--- src/rtl/alu_pkg.sv ---
// Shared ALU definitions: op codes, R-type funct codes, field positions.
// Imported by the instruction encoder and by the ALU-control decoder.
package alu_pkg;

    localparam logic [3:0] OP_AND  = 4'b0000;
    localparam logic [3:0] OP_OR   = 4'b0001;
    localparam logic [3:0] OP_XOR  = 4'b0011;
    localparam logic [3:0] OP_NOR  = 4'b0100;
    localparam logic [3:0] OP_ADD  = 4'b0101;
    localparam logic [3:0] OP_SUB  = 4'b0110;
    localparam logic [3:0] OP_SLTU = 4'b0111;
    localparam logic [3:0] OP_SLT  = 4'b1000;
    localparam logic [3:0] OP_SLL  = 4'b1001;
    localparam logic [3:0] OP_SRL  = 4'b1010;
    localparam logic [3:0] OP_SRA  = 4'b1011;

    localparam logic [5:0] F_ADD  = 6'b100000;
    localparam logic [5:0] F_SUB  = 6'b100010;
    localparam logic [5:0] F_AND  = 6'b100100;
    localparam logic [5:0] F_OR   = 6'b100101;
    localparam logic [5:0] F_XOR  = 6'b100110;
    localparam logic [5:0] F_NOR  = 6'b100111;
    localparam logic [5:0] F_SLT  = 6'b101010;
    localparam logic [5:0] F_SLTU = 6'b101011;
    localparam logic [5:0] F_SLL  = 6'b000000;
    localparam logic [5:0] F_SLLV = 6'b000100;
    localparam logic [5:0] F_SRL  = 6'b000010;
    localparam logic [5:0] F_SRLV = 6'b000110;
    localparam logic [5:0] F_SRA  = 6'b000011;
    localparam logic [5:0] F_SRAV = 6'b000111;

    localparam int OPC_LSB = 26;
    localparam int RS_LSB  = 21;
    localparam int RT_LSB  = 16;
    localparam int RD_LSB  = 11;
    localparam int SH_LSB  = 6;
    localparam int FN_LSB  = 0;

    typedef enum logic [2:0] {
        S_IDLE,
        S_ENC,
        S_WRITE,
        S_FULL,
        S_ERR
    } enc_state_e;

    function automatic logic is_shift(input logic [3:0] op);
        return (op == OP_SLL) || (op == OP_SRL) || (op == OP_SRA);
    endfunction

endpackage

--- src/rtl/alu_instr_encoder_if.sv ---
// Request handshake + instruction-memory write bus of the encoder.
// master: request source / memory side; slave: the encoder.
interface alu_instr_encoder_if #(
    parameter int ADDR_W = 8
);
    logic              req_valid;
    logic              req_ready;
    logic [3:0]        req_op;
    logic              req_var;
    logic [4:0]        req_rs;
    logic [4:0]        req_rt;
    logic [4:0]        req_rd;
    logic [4:0]        req_shamt;
    logic              clear;
    logic              imem_we;
    logic [ADDR_W-1:0] imem_addr;
    logic [31:0]       imem_wdata;
    logic [ADDR_W:0]   words_written;
    logic              full;
    logic              err;
    logic              chk_fail;

    modport master (
        output req_valid, req_op, req_var,
        output req_rs, req_rt, req_rd, req_shamt,
        output clear,
        input  req_ready, imem_we, imem_addr,
        input  imem_wdata, words_written,
        input  full, err, chk_fail
    );

    modport slave (
        input  req_valid, req_op, req_var,
        input  req_rs, req_rt, req_rd, req_shamt,
        input  clear,
        output req_ready, imem_we, imem_addr,
        output imem_wdata, words_written,
        output full, err, chk_fail
    );

endinterface

--- src/rtl/alu_ctrl_decoder.sv ---
// ALU-control decoder: R-type funct back to the ALU op code.
// Ports: i_funct in; o_op, o_valid out.
module alu_ctrl_decoder
    import alu_pkg::*;
(
    input  logic [5:0] i_funct,
    output logic [3:0] o_op,
    output logic       o_valid
);

    always_comb begin
        o_op    = '0;
        o_valid = 1'b1;
        unique case (i_funct)
            F_AND:          o_op = OP_AND;
            F_OR:           o_op = OP_OR;
            F_XOR:          o_op = OP_XOR;
            F_NOR:          o_op = OP_NOR;
            F_ADD:          o_op = OP_ADD;
            F_SUB:          o_op = OP_SUB;
            F_SLTU:         o_op = OP_SLTU;
            F_SLT:          o_op = OP_SLT;
            F_SLL, F_SLLV:  o_op = OP_SLL;
            F_SRL, F_SRLV:  o_op = OP_SRL;
            F_SRA, F_SRAV:  o_op = OP_SRA;
            default:        o_valid = 1'b0;
        endcase
    end

endmodule

--- src/rtl/alu_funct_encoder.sv ---
// Maps an ALU op (+ variable-shift select) to the R-type funct field.
// Ports: i_op, i_var in; o_funct, o_supported out.
module alu_funct_encoder
    import alu_pkg::*;
(
    input  logic [3:0] i_op,
    input  logic       i_var,
    output logic [5:0] o_funct,
    output logic       o_supported
);

    always_comb begin
        o_funct     = '0;
        o_supported = 1'b1;
        unique case (i_op)
            OP_AND:  o_funct = F_AND;
            OP_OR:   o_funct = F_OR;
            OP_XOR:  o_funct = F_XOR;
            OP_NOR:  o_funct = F_NOR;
            OP_ADD:  o_funct = F_ADD;
            OP_SUB:  o_funct = F_SUB;
            OP_SLTU: o_funct = F_SLTU;
            OP_SLT:  o_funct = F_SLT;
            OP_SLL:  o_funct = i_var ? F_SLLV : F_SLL;
            OP_SRL:  o_funct = i_var ? F_SRLV : F_SRL;
            OP_SRA:  o_funct = i_var ? F_SRAV : F_SRA;
            default: o_supported = 1'b0;
        endcase
    end

endmodule

--- src/rtl/alu_instr_encoder.sv ---
// Builds MIPS R-type words from ALU requests and streams them into imem.
// Ports: clk, rst (async, active high); bus = request + imem write side.
// Optional: ENC_ROUNDTRIP_CHECK_EN adds a funct->op decoder self-check
// driving the sticky chk_fail flag; otherwise chk_fail is tied low.
module alu_instr_encoder
    import alu_pkg::*;
#(
    parameter int ADDR_W    = 8,
    parameter int DEPTH     = 256,
    parameter int BASE_ADDR = 0
) (
    input  logic                clk,
    input  logic                rst,
    alu_instr_encoder_if.slave  bus
);

    localparam logic [ADDR_W:0]   L_DEPTH = (ADDR_W+1)'(DEPTH);
    localparam logic [ADDR_W-1:0] L_BASE  = ADDR_W'(BASE_ADDR);

    enc_state_e        r_state;
    enc_state_e        w_next;
    logic [3:0]        r_op;
    logic              r_var;
    logic [4:0]        r_rs;
    logic [4:0]        r_rt;
    logic [4:0]        r_rd;
    logic [4:0]        r_shamt;
    logic [31:0]       r_wdata;
    logic [ADDR_W-1:0] r_addr;
    logic [ADDR_W:0]   r_count;

    logic              w_ready;
    logic              w_accept;
    logic              w_last;
    logic              w_shift;
    logic [5:0]        w_funct;
    logic              w_sup;
    logic [4:0]        w_rs_f;
    logic [4:0]        w_sh_f;
    logic [31:0]       w_word;

    // rst is folded in so ready reads 0 while reset is held
    assign w_ready  = (r_state == S_IDLE) && !bus.clear && !rst;
    assign w_accept = bus.req_valid && w_ready;
    assign w_last   = (r_count + 1'b1) == L_DEPTH;
    assign w_shift  = is_shift(r_op);

    alu_funct_encoder u_funct (
        .i_op        (r_op),
        .i_var       (r_var),
        .o_funct     (w_funct),
        .o_supported (w_sup)
    );

    // fixed shifts drop rs, everything else drops shamt
    always_comb begin
        w_rs_f = (w_shift && !r_var) ? 5'd0 : r_rs;
        w_sh_f = (w_shift && !r_var) ? r_shamt : 5'd0;
        w_word = '0;
        w_word[RS_LSB +: 5] = w_rs_f;
        w_word[RT_LSB +: 5] = r_rt;
        w_word[RD_LSB +: 5] = r_rd;
        w_word[SH_LSB +: 5] = w_sh_f;
        w_word[FN_LSB +: 6] = w_funct;
    end

    always_ff @(posedge clk or posedge rst) begin
        if (rst) begin
            r_state <= S_IDLE;
        end else begin
            r_state <= w_next;
        end
    end

    always_comb begin
        w_next = r_state;
        unique case (r_state)
            S_IDLE:  if (w_accept) w_next = S_ENC;
            S_ENC:   w_next = w_sup ? S_WRITE : S_ERR;
            S_WRITE: w_next = w_last ? S_FULL : S_IDLE;
            S_ERR:   w_next = S_IDLE;
            S_FULL:  w_next = S_FULL;
            default: w_next = S_IDLE;
        endcase
        if (bus.clear) w_next = S_IDLE;
    end

    always_ff @(posedge clk or posedge rst) begin
        if (rst) begin
            r_op    <= '0;
            r_var   <= 1'b0;
            r_rs    <= '0;
            r_rt    <= '0;
            r_rd    <= '0;
            r_shamt <= '0;
            r_wdata <= '0;
            r_addr  <= L_BASE;
            r_count <= '0;
        end else begin
            if (w_accept) begin
                r_op    <= bus.req_op;
                r_var   <= bus.req_var;
                r_rs    <= bus.req_rs;
                r_rt    <= bus.req_rt;
                r_rd    <= bus.req_rd;
                r_shamt <= bus.req_shamt;
            end
            if (r_state == S_ENC && !bus.clear) begin
                r_wdata <= w_word;
            end
            if (bus.clear) begin
                r_addr  <= L_BASE;
                r_count <= '0;
            end else if (r_state == S_WRITE) begin
                r_addr  <= r_addr + 1'b1;
                r_count <= r_count + 1'b1;
            end
        end
    end

    // clear in the WRITE cycle cancels the strobe
    assign bus.imem_we       = (r_state == S_WRITE) && !bus.clear;
    assign bus.req_ready     = w_ready;
    assign bus.imem_addr     = r_addr;
    assign bus.imem_wdata    = r_wdata;
    assign bus.words_written = r_count;
    assign bus.full          = (r_state == S_FULL);
    assign bus.err           = (r_state == S_ERR);

`ifdef ENC_ROUNDTRIP_CHECK_EN
    logic [3:0] w_dec_op;
    logic       w_dec_ok;
    logic       r_chk_fail;

    alu_ctrl_decoder u_dec (
        .i_funct (w_funct),
        .o_op    (w_dec_op),
        .o_valid (w_dec_ok)
    );

    always_ff @(posedge clk or posedge rst) begin
        if (rst) begin
            r_chk_fail <= 1'b0;
        end else if (bus.clear) begin
            r_chk_fail <= 1'b0;
        end else if (r_state == S_ENC && w_sup &&
                     (!w_dec_ok || w_dec_op != r_op)) begin
            r_chk_fail <= 1'b1;
        end
    end

    assign bus.chk_fail = r_chk_fail;
`else
    assign bus.chk_fail = 1'b0;
`endif

endmodule

--- src/flat_wrapper.sv ---
// flat-port wrapper written by rule: the top's interface ports become plain ports
module alu_instr_encoder_flat import alu_pkg::*;
#(
    parameter int ADDR_W    = 8,
    parameter int DEPTH     = 256,
    parameter int BASE_ADDR = 0
)
  (clk, rst, bus_req_valid, bus_req_op, bus_req_var, bus_req_rs, bus_req_rt, bus_req_rd, bus_req_shamt, bus_clear, bus_req_ready, bus_imem_we, bus_imem_addr, bus_imem_wdata, bus_words_written, bus_full, bus_err, bus_chk_fail);
  alu_instr_encoder_if #(.ADDR_W(ADDR_W)) bus_i ();
  input  logic clk;
  input  logic rst;
  input wire logic [$bits(bus_i.req_valid)-1:0] bus_req_valid;
  input wire logic [$bits(bus_i.req_op)-1:0] bus_req_op;
  input wire logic [$bits(bus_i.req_var)-1:0] bus_req_var;
  input wire logic [$bits(bus_i.req_rs)-1:0] bus_req_rs;
  input wire logic [$bits(bus_i.req_rt)-1:0] bus_req_rt;
  input wire logic [$bits(bus_i.req_rd)-1:0] bus_req_rd;
  input wire logic [$bits(bus_i.req_shamt)-1:0] bus_req_shamt;
  input wire logic [$bits(bus_i.clear)-1:0] bus_clear;
  output wire logic [$bits(bus_i.req_ready)-1:0] bus_req_ready;
  output wire logic [$bits(bus_i.imem_we)-1:0] bus_imem_we;
  output wire logic [$bits(bus_i.imem_addr)-1:0] bus_imem_addr;
  output wire logic [$bits(bus_i.imem_wdata)-1:0] bus_imem_wdata;
  output wire logic [$bits(bus_i.words_written)-1:0] bus_words_written;
  output wire logic [$bits(bus_i.full)-1:0] bus_full;
  output wire logic [$bits(bus_i.err)-1:0] bus_err;
  output wire logic [$bits(bus_i.chk_fail)-1:0] bus_chk_fail;
  assign bus_i.req_valid = bus_req_valid;
  assign bus_i.req_op = bus_req_op;
  assign bus_i.req_var = bus_req_var;
  assign bus_i.req_rs = bus_req_rs;
  assign bus_i.req_rt = bus_req_rt;
  assign bus_i.req_rd = bus_req_rd;
  assign bus_i.req_shamt = bus_req_shamt;
  assign bus_i.clear = bus_clear;
  assign bus_req_ready = bus_i.req_ready;
  assign bus_imem_we = bus_i.imem_we;
  assign bus_imem_addr = bus_i.imem_addr;
  assign bus_imem_wdata = bus_i.imem_wdata;
  assign bus_words_written = bus_i.words_written;
  assign bus_full = bus_i.full;
  assign bus_err = bus_i.err;
  assign bus_chk_fail = bus_i.chk_fail;
  alu_instr_encoder #(.ADDR_W(ADDR_W), .DEPTH(DEPTH), .BASE_ADDR(BASE_ADDR)) u_core (.clk(clk), .rst(rst), .bus(bus_i));
endmodule
--- config.mk ---
export PLATFORM = sky130hd
export DESIGN_NAME = alu_instr_encoder_flat
export DESIGN_NICKNAME = d
export VERILOG_FILES = /design/src/rtl/alu_pkg.sv /design/src/rtl/alu_instr_encoder_if.sv /design/src/rtl/alu_ctrl_decoder.sv /design/src/rtl/alu_funct_encoder.sv /design/src/rtl/alu_instr_encoder.sv /design/src/flat_wrapper.sv
export SDC_FILE = /design/constraint.sdc
export NUM_CORES = 1
export LEC_CHECK = 0
export ABC_CLOCK_PERIOD_IN_PS = 2600
export BUFFER_PORTS_ARGS = -buffer_cell sky130_fd_sc_hd__buf_2
export CAP_MARGIN = 15
export CORE_MARGIN = 2
export CORE_UTILIZATION = 52
export CTS_CLUSTER_DIAMETER = 80
export DETAILED_ROUTE_END_ITERATION = 12
export HOLD_SLACK_MARGIN = 0.08
export PLACE_DENSITY = 0.79
export SLEW_MARGIN = 20
export SYNTH_ARGS = -nofsm -noshare
export SYNTH_HDL_FRONTEND = slang
export SYNTH_SLANG_ARGS = --single-unit
--- constraint.sdc ---
create_clock -name clk -period 2.6 [get_ports clk]
set_input_delay 0 -clock clk [delete_from_list [all_inputs] [get_ports clk]]
set_output_delay 0 -clock clk [all_outputs]
set_load 0.05 [all_outputs]
# After elaboration in Yosys (flattened, before gate mapping)
# Index checks and enable logic that the tools add are counted.
[word_totals]
reg_bits = 71
in_bits = 29
out_inout_bits = 54
[op_classes]
n_eq_ne = 16
n_mux = 16
addsub = 2
n_reduce_logical = 15
[ops]
columns = ["cell", "n"]
rows = [
  ["6-bit one-hot mux with 11 select lines", 1],
  ["3-bit two-way mux", 6],
  ["9-bit two-way mux", 2],
  ["4-bit by 3-bit == test with 1-bit output, second input constant", 4],
  ["4-bit == test, second input constant", 4],
  ["8-bit two-way mux", 2],
  ["3-bit one-hot mux with 4 select lines", 1],
  ["11-bit OR reduction", 1],
  ["5-bit two-way mux", 2],
  ["9-bit by 1-bit adder with 9-bit output, second input constant", 1],
  ["9-bit == test, second input constant", 1],
  ["8-bit by 1-bit adder with 8-bit output, second input constant", 1],
  ["3-bit by 2-bit == test with 1-bit output, second input constant", 2],
  ["1-bit logical AND", 6],
  ["4-bit by 1-bit == test with 1-bit output, second input constant", 1],
  ["4-bit by 2-bit == test with 1-bit output, second input constant", 1],
  ["4-bit zero test", 1],
  ["3-bit by 1-bit == test with 1-bit output, second input constant", 1],
  ["3-bit == test, second input constant", 1],
  ["1-bit zero test", 3],
  ["3-bit zero test", 1],
  ["3-bit by 2-bit inequality test with 1-bit output, second input constant", 1],
  ["1-bit logical OR", 2],
  ["2-bit two-way mux", 1],
  ["2 further kinds", 2],
]

# Longest topological paths before layout
# Gate-level depths: netlist (run 1).
[depth]
ltp_word = 7
mapped_depth = 6

# By module
# A second synthesis (run 1) with hierarchy kept.
[hier_totals]
hier_cells = 305
hier_area_um2 = 3230.6
[modules_own_cells]
columns = ["module", "seq_area_each_um2", "cells_each", "n_inst", "area_each_um2"]
rows = [
  ["alu_instr_encoder", 1776.7, 283, 1, 3098.0],
  ["alu_funct_encoder", 0.0, 22, 1, 132.6],
]

# Worst setup path after synthesis (run 1)
# No wires, ideal clock.
[synth_timing]
kind = "input-to-reg"
from = "input port rst"
to = "register u_core.r_rs[0]"
setup_time_ns = 0.127
path_slack_ns = -0.346
arrival_ns = 2.818
t_required_ns = 2.473
cell_stages = 5
path_cell_list = "inv_1 -> and3_1 -> nand2_4 -> buf_6 -> mux2_1"
[synth_via]
elab_chain_len = 3
[synth_lines]
columns = ["element", "line", "rtl"]
rows = [
  ["from (decl)", "flat_wrapper.sv:11", "input logic rst;"],
  ["1-bit zero test", "alu_instr_encoder.sv:43", "assign w_ready = (r_state == S_IDLE) && !bus.clear && !rst;"],
  ["1-bit logical AND", "alu_instr_encoder.sv:43", ""],
  ["via bus_req_ready", "flat_wrapper.sv:20", "output wire logic [$bits(bus_i.req_ready)-1:0] bus_req_ready;"],
  ["1-bit logical AND", "alu_instr_encoder.sv:44", "assign w_accept = bus.req_valid && w_ready;"],
  ["to (signal assigned)", "alu_instr_encoder.sv:103", "r_rs <= bus.req_rs;"],
  ["to (decl)", "alu_instr_encoder.sv:24", "logic [4:0] r_rs;"],
]
# The timed path passes the listed nets, and every way through them passes these cells.
# A chain may end at the register's enable or synchronous reset.

# Worst setup path in the final report (run 1)
[layout_timing]
from = "register u_core.r_state[2]"
to = "register u_core.r_wdata[8], in the netlist u_core.bus.imem_wdata[8]"
[layout_via]
elab_chain_len = 2
[layout_lines]
columns = ["element", "line", "rtl"]
rows = [
  ["from (decl)", "alu_instr_encoder.sv:20", "enc_state_e r_state;"],
  ["from (signal assigned)", "alu_instr_encoder.sv:71", "r_state <= w_next;"],
  ["3-bit by 1-bit == test with 1-bit output", "alu_instr_encoder.sv:108", "if (r_state == S_ENC && !bus.clear) begin"],
  ["1-bit logical AND", "alu_instr_encoder.sv:108", ""],
  ["to (signal assigned)", "alu_instr_encoder.sv:109", "r_wdata <= w_word;"],
  ["to (decl)", "alu_instr_encoder.sv:28", "logic [31:0] r_wdata;"],
]
# No other way between the ends.

==> summary.md, run 1 <==
| Metric | Value |
|---|---|
| #FFs+latches synth | 70 |
| Total gr overflow | 0 |
| FF-to-FF Start | u_core.r_state[2] |
| Initial antenna violation count | 0 |
| End point of the critical path | u_core.bus.imem_wdata[8] |
| DPL Wire Length | 4.20 mm |
| Synth async-reset ratio | 1.00 |
| Synthesized area per cell | roughly 11 um^2 |
| P_leak | 2.02 nW |
| Post-synth top area share | 0.550 |
| Detailed-route via count | 2400 |
| Die W | roughly 82 um |
| Initial Util | 0.538 |
| Hold slack | 0.274 ns |
| Top FF cell, synth | dfrtp_1 |
| Reg2Reg Depth | 4 |
| CTS Sinks | 70 |
| Synth Instances | 285 |
| Core Region | 5920 um^2 |
| Netlist cell types | 50 |
| Seq/Total Area, Yosys | 0.550 |
| Syn. warnings | 0 |
| # rows | 28 |
| Top delay family on crit path | simple AND/OR/NAND/NOR gates |
| Critical path startpoint | u_core.r_state[2] |
| Crit Reg-Reg Endpoint | u_core.bus.imem_wdata[8] |
| WL/cell | ~14 um |
| Die area | 6770 um^2 |
| Sequential power share | 0.401 |
| Worst Slack Setup Final | 0.682 ns |
| Crit Path Class | register to register |
| Total power after layout | 0.00371 W |
| Logic pwr share | 0.307 |
| Antenna Cells | 0 |
| Status | completed |
| Worst-margin pin slew | 0.892 ns |
| Net Sw Frac | 0.375 |
| Total Routing Usage GR | 0.218 |
| Ports | 83 |
| Pins Over Slew Limit | 0 |
| Cts bufs inserted | 9 |
| Mapped Area | roughly 3200 um^2 |
| Hold Path Class | input port to register |
| Sw power | 0.00139 W |
| CP max stage delay | 0.64 ns |
| Area Growth Syn to Fin | 27.8% |
| First-pass DRT Iterations | 4 |
| Setup violators final | 0 |
| CTS H-Tree Depth | 3 |
| F_max | 521 MHz |
| Largest net degree at the start of global routing | 71 |
| Final worst path period need | 1.92 ns |
| Buffers & Inverters on Critical Path | 0 |
| Worst slew margin | 0.405 |
| Req. time, crit path | 2.88 ns |
| DR iter-0 viols | 123 |
| Setup bufs post-CTS | 0 |
| Number of remaining DRC errors | 0 |
| DP Worst Slack | between 0.6 and 0.7 ns |
| WP depth | 4 |
| First-pass GRT wire length | 11.1 mm |
| Cts repair resizes | 0 |
| Setup crit start kind | register |
| Post-route ant nets | 0 |
| Crit path cell chain | nor2_4, nand3b_4, nor4_4, a22o_1 |
| Peak VDD IR | 693 uV |
| Max cap viols | 0 |
| EDFF count, synth | 0 |
| Final clock skew | between 0.009 and 0.01 ns |
| RD Place Congestion | 0.758 |
| WP data arrival | 2.20 ns |
| CP max stage cell | nor4_4 |
| P_int | around 0.0023 W |
| Final hold vios | 0 |
| Vias per std cell | 5.15 |
| Power density over the cells | 911 nW/um^2 |
| Tcrit/Tclk final | 0.738 |
| Crit end category | register |
| Proportion of layout cells with a drive suffix above 1 | 0.325 |
| I/O Buffers | 74 |
| Die height | 82.3 um |
| Largest cells by area after synthesis | dfrtp_1, mux2_2, nand2_1 |
| Final TNS setup | 0 ns |
| CTS tree | done |
| Met3 GRT Util | 0.0750 |
| Clk pin slew, worst setup/hold paths | around 0.080 ns |
| Grt peak-use layer | met2 |
| Nets | 417 |
| Root Buffer | clkbuf_8 |
| Hold buffer count at CTS | 27 |
| Flop-to-flop setup slack | 0.68 ns |
| Clk_lat worst skew | 0.35 ns |
| M1 GR Usage | 0.267 |
| Clk network pwr share | 0.292 |
| Vias in the first global route | 2393 |
| Clock tree buffer depth | 2 |
| DRT Wirelength | 6.65 mm |
| Synth area leader | dfrtp_1 |
| GR Util met2 | 0.360 |
| Crit-path max FO | 28 |
| RSZ-0062 raised after global routing | no |
==> cells in the final DEF (no fill, tap or decap), drive strengths merged, types with 3 or more instances in the layout <==
cell type / count
a21oi: 9
a22o: 7
buf: 76
bufinv: 3
clkbuf: 11
conb: 8
dfrtp: 70
dlygate4sd3: 27
mux2: 26
nand2: 57
nand3: 7
nand4: 4
nor2: 26
o21a: 3
o21ai: 8
xnor2: 5
xor2: 11
==> cell families (layout without fill, tap and decap cells) <==
kind of cell    count (synthesis)  after routing  share of synthesized area
simple gates                  110            110                      0.178
flops                          70             70                      0.550
compound gates                 37             37                     0.0797
mux                            26             26                     0.0919
buf+inv                        23            122                     0.0475
xor+xnor                       16             16                     0.0440
fa+ha+maj                       2              2                    0.00785
other cells                     1              8                    0.00118
==> registers in the layout, summed over array words and instances, names as in the netlist <==
| signal | cells |
|---|---|
| u_core.bus.imem_addr | 8 |
| u_core.bus.imem_wdata | 25 |
| u_core.bus.words_written | 9 |
| u_core.r_op | 4 |
| u_core.r_rd | 5 |
| u_core.r_rs | 5 |
| u_core.r_rt | 5 |
| u_core.r_shamt | 5 |
| u_core.r_state | 3 |
| u_core.r_var | 1 |
==> layout make-up <==
type	count	area (um^2)
fillers	452	1850
flip-flops and latches	70	1750
multi-input cells	199	1310
repair buffers	103	656
clock buffers	11	141
clock inverters	5	106
well taps	75	93.8
inverters	3	15.0
==> metal layers <==
layer / wire (um) / share of wire
met1: 2850 / 0.43
met2: 3270 / 0.49
met3: 450 / 0.068
met4: 78 / 0.012
met5: 0 / 0
==> cell usage after synthesis, drive strengths merged, types with 2 or more instances <==
library cell	count
nand3	7
xor2	11
dfrtp	70
a22o	7
mux2	26
nand4	4
o21ai	8
xnor2	5
nor2	26
o21a	3
and3	2
ha	2
nor3	2
nand2	57
inv	3
a21oi	9
clkbuf	7
nand3b	2
buf	12
==> worst register-to-register path, stage by stage, from the launching register on <==
cell	delay [ns]
dfrtp_1	0.51
nor2_4	0.18
nand3b_4	0.30
nor4_4	0.64
a22o_1	0.22
==> power groups by stage <==
stage	Combinational, W	Clock [W]	Sequential (W)
3_3_place_gp	0.00109	0	0.00150
6_report	0.00114	0.00108	0.00149
5_1_grt	0.00122	0.00115	0.00152
3_5_place_dp	0.00111	0	0.00151
2_1_floorplan	0.000370	0	0.00199
4_1_cts	0.00114	0.00110	0.00149
==> worst min-delay path by stage <==
stage | start | endpoint | slack (ns) | depth (start not counted)
final | bus_req_valid | u_core.r_rt[3] | 0.27 | 3
after global routing | bus_req_valid | u_core.r_rs[3] | 0.31 | 3
after CTS | bus_req_valid | u_core.r_rs[0] | 0.27 | 3
after detailed placement | bus_req_rs[0] | u_core.r_rs[0] | 0.22 | 2
after global placement | bus_req_rs[0] | u_core.r_rs[0] | 0.21 | 2
after floorplan | bus_req_rs[0] | u_core.r_rs[0] | 0.13 | 1
==> through the flow <==
stage,cells,instance area [um^2],util
final,466,4070,0.688
after global routing,466,4070,0.688
after CTS,466,4070,0.688
after detailed placement,423,3550,0.600
after global placement,423,3550,0.600
after floorplan,292,3220,-
Power figures use the tool's default switching activity.
==> inputs of run 2 (changes only) <==
--- a/config.mk
+++ b/config.mk
@@ -5,7 +5,7 @@
 export SDC_FILE = /design/constraint.sdc
 export NUM_CORES = 1
 export LEC_CHECK = 0
-export ABC_CLOCK_PERIOD_IN_PS = 2600
+export ABC_CLOCK_PERIOD_IN_PS = 2000
 export BUFFER_PORTS_ARGS = -buffer_cell sky130_fd_sc_hd__buf_2
 export CAP_MARGIN = 15
 export CORE_MARGIN = 2
==> constraint.sdc (replaced) <==
create_clock -name clk -period 2 [get_ports clk]
set_input_delay 0 -clock clk [delete_from_list [all_inputs] [get_ports clk]]
set_output_delay 0 -clock clk [all_outputs]
set_load 0.05 [all_outputs]
==> summary.md, run 2 (synthesized netlist as in run 1, its figures left out) <==
| Metric | Value |
|---|---|
| Power density over the cells | 1150 nW/um^2 (was 911 nW/um^2) |
| CTS tree | done (unchanged) |
| Nets | 418 (was 417) |
| Number of remaining DRC errors | 0 (unchanged) |
| Root Buffer | clkbuf_8 (unchanged) |
| Vias per std cell | 5.20 (was 5.15) |
| Max cap viols | 0 (unchanged) |
| Core Region | 5920 um^2 (unchanged) |
| DR WL met3 | 336 um (was 450 um) |
| Status | completed (unchanged) |
| Initial Util | 0.538 (unchanged) |
| Detailed-route via count | 2429 (was 2400) |
| DPL Wire Length | 4.31 mm (was 4.20 mm) |
| CTS H-Tree Depth | 3 (unchanged) |
| Clk_lat worst skew | 0.33 ns (was 0.35 ns) |
| Worst-margin pin slew | 0.856 ns (was 0.892 ns) |
| Post-route ant nets | 0 (unchanged) |
| Ports | 83 (unchanged) |
| Initial antenna violation count | 0 (unchanged) |
| First-pass DRT Iterations | 4 (unchanged) |
| Non-Filler Instances | 467 (was 466) |
| RSZ-0062 raised after global routing | no (unchanged) |
| CTS Sinks | 70 (unchanged) |
| FF-to-FF Start | u_core.bus.words_written[0] (was u_core.r_state[2]) |
| Crit-path max FO | 7 (was 28) |
| Largest net degree at the start of global routing | 71 (unchanged) |
| Die height | 82.3 um (unchanged) |
| Proportion of layout cells with a drive suffix above 1 | 0.332 (was 0.325) |
| Antenna Cells | 0 (unchanged) |
| First-pass GRT wire length | 10.5 mm (was 11.1 mm) |
| Met2 wire len | 3.26 mm (was 3.27 mm) |
| Most frequent cells in the layout | buf_2, dfrtp_1, nand2_1 (unchanged) |
| Clk pin slew, worst setup/hold paths | 0.07 ns (was 0.08 ns) |
| Tcrit/Tclk final | 0.945 (was 0.738) |
| Placement Cell Area | 3570 um^2 (was 3550 um^2) |
| Crit end category | register (unchanged) |
| F_max | 529 MHz (was 521 MHz) |
| Core Util, Final | 0.686 (was 0.688) |
| Crit path cell chain | ha_1, xnor2_1, nand2_1, o31a_1, a2111o_1, a21oi_1 (was nor2_4, nand3b_4, nor4_4, a22o_1) |
| Post-Layout Inst Area | 4060 um^2 (was 4070 um^2) |
| # rows | 28 (unchanged) |
| Vias in the first global route | 2326 (was 2393) |
| Hold Startpoint | bus_req_valid (unchanged) |
| Die W | 82.3 um (unchanged) |
| I/O Buffers | 74 (unchanged) |
| Die area | 6770 um^2 (unchanged) |
| Area Growth Syn to Fin | 27.5% (was 27.8%) |
| Hold Path Class | input port to register (unchanged) |
| CP max stage cell | dfrtp_1 (was nor4_4) |
| Total Routing Usage GR | 0.208 (was 0.218) |
| CP max stage delay | 0.46 ns (was 0.64 ns) |
| Cts bufs inserted | 9 (unchanged) |
| Placed insts | 424 (was 423) |
| Commonest non-fill, non-tap cell in the layout | buf_2 (unchanged) |
| Req. time, crit path | 2.25 ns (was 2.88 ns) |
| WL/cell | 14.0 um (was 14.3 um) |
| RD Place Congestion | 0.822 (was 0.758) |
| Setup crit start kind | register (unchanged) |
| P_leak | 2.01 nW (was 2.02 nW) |
| Worst slew margin | 0.429 (was 0.405) |
| Buffers & Inverters on Critical Path | 0 (unchanged) |
| Setup bufs post-CTS | 0 (unchanged) |
| WP data arrival | 2.14 ns (was 2.20 ns) |
| Setup violators final | 0 (unchanged) |
| Total power after layout | 0.00467 W (was 0.00371 W) |
| Final hold vios | 0 (unchanged) |
| Pins Over Slew Limit | 0 (unchanged) |
| DRT Wirelength | 6.56 mm (was 6.65 mm) |
| Clock tree buffer depth | 2 (unchanged) |
| Top Layer Used | met4 (unchanged) |
| Final clock skew | 0.00765 ns (was 0.00939 ns) |
| Critical path startpoint | u_core.bus.words_written[0] (was u_core.r_state[2]) |
| Wl on met1 | 2.89 mm (was 2.85 mm) |
| Total gr overflow | 0 (unchanged) |
| Final worst path period need | 1.89 ns (was 1.92 ns) |
| Top delay family on crit path | compound AO/OA/AOI/OAI gates (was simple AND/OR/NAND/NOR gates) |
| Max reg flops | 25 (unchanged) |
| DR iter-0 viols | 121 (was 123) |
| Crit Path Class | register to register (unchanged) |
| Peak VDD IR | 826 uV (was 693 uV) |
-- run 2: cell types whose count changed in the layout (fill, tap and decap cells not counted), sizes merged --
cell / delta
bufinv: -1
clkinvlp: +1
buf: +1
clkbuf: -1
clkinv: +1
-- run 2: metal layers --
layer	up-vias	GRT usage
met1	1182	0.255
met3	10	0.0413
met5	-	0
met4	0	0.0800
met2	81	0.360
li1	1156	-
-- run 2: worst paths after layout --
kind                                        endpoint  slack [ns]  depth (start not counted)
max                                u_core.r_state[0]        0.11                          6
min                                   u_core.r_rs[0]        0.32                          3
max reg2reg                        u_core.r_state[0]        0.11                          6
min reg2reg                u_core.bus.imem_wdata[14]        0.47                          2
max in group asynchronous    u_core.bus.imem_addr[0]        0.91                          4
min in group asynchronous   u_core.bus.imem_wdata[3]        0.54                          4
-- run 2: metrics by stage --
stage	hold slack, ns	TNS [ns]	setup slack, ns
finish	0.318	0	0.109
global route	0.329	0	0.0335
CTS	0.304	0	0.120
detailed placement	0.226	0	0.149
global placement	0.219	0	0.251
floorplan	0.132	-4.77	-0.218
-- run 2: worst reg2reg max path, delay by kind of cell, from the launching register on --
kind | cells | cell delay [ns]
adders and majority gates | 1 | 0.29
xor gates and xnor gates | 1 | 0.18
DFF | 1 | 0.46
and+or+nand+nor | 1 | 0.07
AOI/OAI and AO/OA | 3 | 0.82
-- run 2: layout make-up --
cell class	count	area [um^2]
well taps	75	93.8
flip-flops and latches	70	1750
clock inverters	6	85.1
clock buffers	10	138
multi-input cells	199	1310
repair buffers	104	663
inverters	3	15.0
fillers	445	1860
-- run 2: power breakdown --
group | total, W | internal (W) | switching (W)
logic | 0.00147 | 0.000423 | 0.00105
clock network | 0.00126 | 0.000732 | 0.000531
registers | 0.00194 | 0.00173 | 0.000207
-- run 2: what timing repair did --
item,CTS,global route
gates resized for setup,0,0
hold endpoints to repair,106,0
hold buffers,27,0
==> inputs of run 3 (changes only) <==
--- a/config.mk
+++ b/config.mk
@@ -5,6 +5,7 @@
 export SDC_FILE = /design/constraint.sdc
 export NUM_CORES = 1
 export LEC_CHECK = 0
+export ABC_AREA = 1
 export ABC_CLOCK_PERIOD_IN_PS = 2000
 export BUFFER_PORTS_ARGS = -buffer_cell sky130_fd_sc_hd__buf_2
 export CAP_MARGIN = 15
==> summary.md, run 3 <==
| Metric | Value |
|---|---|
| P_leak | 2.14 nW (was 2.01 nW) |
| Proportion of layout cells with a drive suffix above 1 | 0.251 (was 0.332) |
| CTS Sinks | 70 (unchanged) |
| CTS H-Tree Depth | 3 (unchanged) |
| Vias per std cell | 4.94 (was 5.20) |
| Initial antenna violation count | 0 (unchanged) |
| RSZ-0062 raised after global routing | no (unchanged) |
| Cts bufs inserted | 9 (unchanged) |
| Final clock skew | 0.0109 ns (was 0.00765 ns) |
| First-pass DRT Iterations | 4 (unchanged) |
| CP max stage cell | dfrtp_1 (unchanged) |
| EDFF count, synth | 0 (unchanged) |
| Top delay family on crit path | simple AND/OR/NAND/NOR gates (was compound AO/OA/AOI/OAI gates) |
| WP data arrival | 1.76 ns (was 2.14 ns) |
| Syn. warnings | 0 (unchanged) |
| First-pass GRT wire length | 11.1 mm (was 10.5 mm) |
| Most common cell in the netlist | nand2_1 (was dfrtp_1) |
| Post-route ant nets | 0 (unchanged) |
| Peak VDD IR | 933 uV (was 826 uV) |
| Crit-path max FO | 10 (was 7) |
| Worst-margin pin slew | 0.820 ns (was 0.856 ns) |
| CP max stage delay | 0.42 ns (was 0.46 ns) |
| Seq/Total Area, Yosys | 0.553 (was 0.550) |
| Commonest non-fill, non-tap cell in the layout | nand2_1 (was buf_2) |
| Final worst path period need | 1.76 ns (was 1.89 ns) |
| Post-Layout Inst Area | 4070 um^2 (was 4060 um^2) |
| Synth async-reset ratio | 1.00 (unchanged) |
| CTS tree | done (unchanged) |
| Area Growth Syn to Fin | 28.6% (was 27.5%) |
| Clk pin slew, worst setup/hold paths | 0.08 ns (was 0.07 ns) |
| I/O Buffers | 74 (unchanged) |
| DRT Wirelength | 6.76 mm (was 6.56 mm) |
| Detailed-route via count | 2635 (was 2429) |
| Antenna Cells | 0 (unchanged) |
| RD Place Congestion | 0.754 (was 0.822) |
| Clock tree buffer depth | 2 (unchanged) |
| Crit end category | output pin (was register) |
| Final TNS setup | 0 ns (unchanged) |
| Synth cell count leaders | nand2_1, dfrtp_1, nor2_1, inv_1, o21ai_0 (was dfrtp_1, nand2_1, mux2_2, nor2_1, xor2_1) |
| Netlist cell types | 31 (was 50) |
| Worst slew margin | 0.453 (was 0.429) |
| Buffers & Inverters on Critical Path | 2 (was 0) |
| Vias in the first global route | 2442 (was 2326) |
| Clk_lat worst skew | 0.35 ns (was 0.33 ns) |
| Initial Util | 0.535 (was 0.538) |
| Placed insts | 490 (was 424) |
| Setup crit start kind | register (unchanged) |
| Crit Path Class | register to output pin (was register to register) |
| Core Region | 5920 um^2 (unchanged) |
| Cts repair resizes | 0 (unchanged) |
| # rows | 28 (unchanged) |
| Nets | 484 (was 418) |
| Total Routing Usage GR | 0.221 (was 0.208) |
| F_max | 569 MHz (was 529 MHz) |
| Number of remaining DRC errors | 0 (unchanged) |
| Most frequent cells in the layout | nand2_1, buf_2, dfrtp_1 (was buf_2, dfrtp_1, nand2_1) |
| Die height | 82.1 um (was 82.3 um) |
| Req. time, crit path | 2.00 ns (was 2.25 ns) |
| Total gr overflow | 0 (unchanged) |
| WL/cell | 12.7 um (was 14.0 um) |
| Mapped Area | 3170 um^2 (was 3190 um^2) |
| Final hold vios | 0 (unchanged) |
| Max cap viols | 0 (unchanged) |
| Synth Instances | 349 (was 285) |
| Non-Filler Instances | 533 (was 467) |
| Root Buffer | clkbuf_8 (unchanged) |
| Pins Over Slew Limit | 0 (unchanged) |
| Synthesized area per cell | 9.08 um^2 (was 11.2 um^2) |
| DPL Wire Length | 4.61 mm (was 4.31 mm) |
| Status | completed (unchanged) |
| Largest net degree at the start of global routing | 55 (was 71) |
| #FFs+latches synth | 70 (unchanged) |
| Die area | 6730 um^2 (was 6770 um^2) |
| Hold buffer count at CTS | 27 (unchanged) |
| Ports | 83 (unchanged) |
| Setup bufs post-CTS | 0 (unchanged) |
| Power density over the cells | 1270 nW/um^2 (was 1150 nW/um^2) |
| Die W | 82.1 um (was 82.3 um) |
| Setup violators final | 0 (unchanged) |
| Largest cells by area after synthesis | dfrtp_1, nand2_1, nor2_1 (was dfrtp_1, mux2_2, nand2_1) |
| Max reg flops | 25 (unchanged) |
| Post-synth top area share | 0.553 (was 0.550) |
| Tcrit/Tclk final | 0.878 (was 0.945) |
| Top FF cell, synth | dfrtp_1 (unchanged) |
| DR iter-0 viols | 111 (was 121) |
| Synth area leader | dfrtp_1 (unchanged) |
| Placement Cell Area | 3570 um^2 (about the same) |
| Hold Path Class | input port to async pin (was input port to register) |
| Fillcell total | 460 (was 445) |
| Crit path cell chain | inv_1, nand3_2, nor2_2, buf_2 (was ha_1, xnor2_1, nand2_1, o31a_1, a2111o_1, a21oi_1) |
run 3: cell type report:
class | count | area [um^2] | area share
clock buffer | 11 | 151 | 0.0372
timing repair buffer | 103 | 668 | 0.164
tap | 75 | 93.8 | 0.0230
sequential | 70 | 1750 | 0.430
inverter | 35 | 131 | 0.0323
multi-input combinational | 234 | 1190 | 0.293
clock inverter | 5 | 81.3 | 0.0200
run 3: worst min-delay path, stage by stage:
cell           delay, ns
dlygate4sd3_1       0.53
buf_2               0.15
inv_2               0.30
run 3: logic make-up (layout without fill, tap and decap cells):
logic type	Yosys count	in the layout	synth area share
muxes	15	15	0.0628
adders and majority gates	2	2	0.00790
other	1	8	0.00118
DFF	70	70	0.553
xor gates and xnor gates	1	1	0.00277
and+or+nand+nor	156	156	0.207
buffers and inverters	52	154	0.0782
AOI/OAI and AO/OA	52	52	0.0877
run 3: power breakdown:
group          internal, W  switching (W)  leakage (nW)
Combinational     0.000493        0.00136          1.14
Sequential         0.00180       0.000226         0.881
Clock             0.000770       0.000541         0.116
Total              0.00306        0.00212          2.14
run 3: path summary, 6_finish.rpt:
| path | from | end | slack (ns) | cells past startpoint |
|---|---|---|---|---|
| setup reg to reg | u_core.r_state[0] | u_core.bus.imem_wdata[2] | 0.31 | 7 |
| max in group asynchronous | rst | u_core.r_shamt[4] | 1.18 | 4 |
| setup / recovery | u_core.r_state[0] | bus_imem_we | 0.24 | 4 |
| hold / removal | rst | u_core.bus.imem_wdata[19] | 0.20 | 3 |
| hold reg to reg | u_core.r_rt[4] | u_core.bus.imem_wdata[20] | 0.48 | 2 |
| min in group clk | bus_req_valid | u_core.r_op[3] | 0.26 | 4 |
run 3: per-stage QoR:
| stage | setup slack [ns] | util | hold slack (ns) | power (W) |
|---|---|---|---|---|
| 2_1_floorplan | 0.139 | - | 0.0703 | 0.00343 |
| 3_3_place_gp | 0.375 | 0.603 | 0.0280 | 0.00382 |
| 3_5_place_dp | 0.316 | 0.603 | 0.0352 | 0.00387 |
| 4_1_cts | 0.231 | 0.688 | 0.205 | 0.00521 |
| 5_1_grt | 0.104 | 0.688 | 0.253 | 0.00545 |
| 6_report | 0.243 | 0.688 | 0.204 | 0.00518 |
run 3: per-layer routing:
layer,GRT usage,vias to the layer above,part of all wire
met5,0,-,0
met4,0.0883,0,0.010
met3,0.0681,7,0.058
met2,0.357,74,0.49
met1,0.278,1240,0.44
li1,-,1314,-
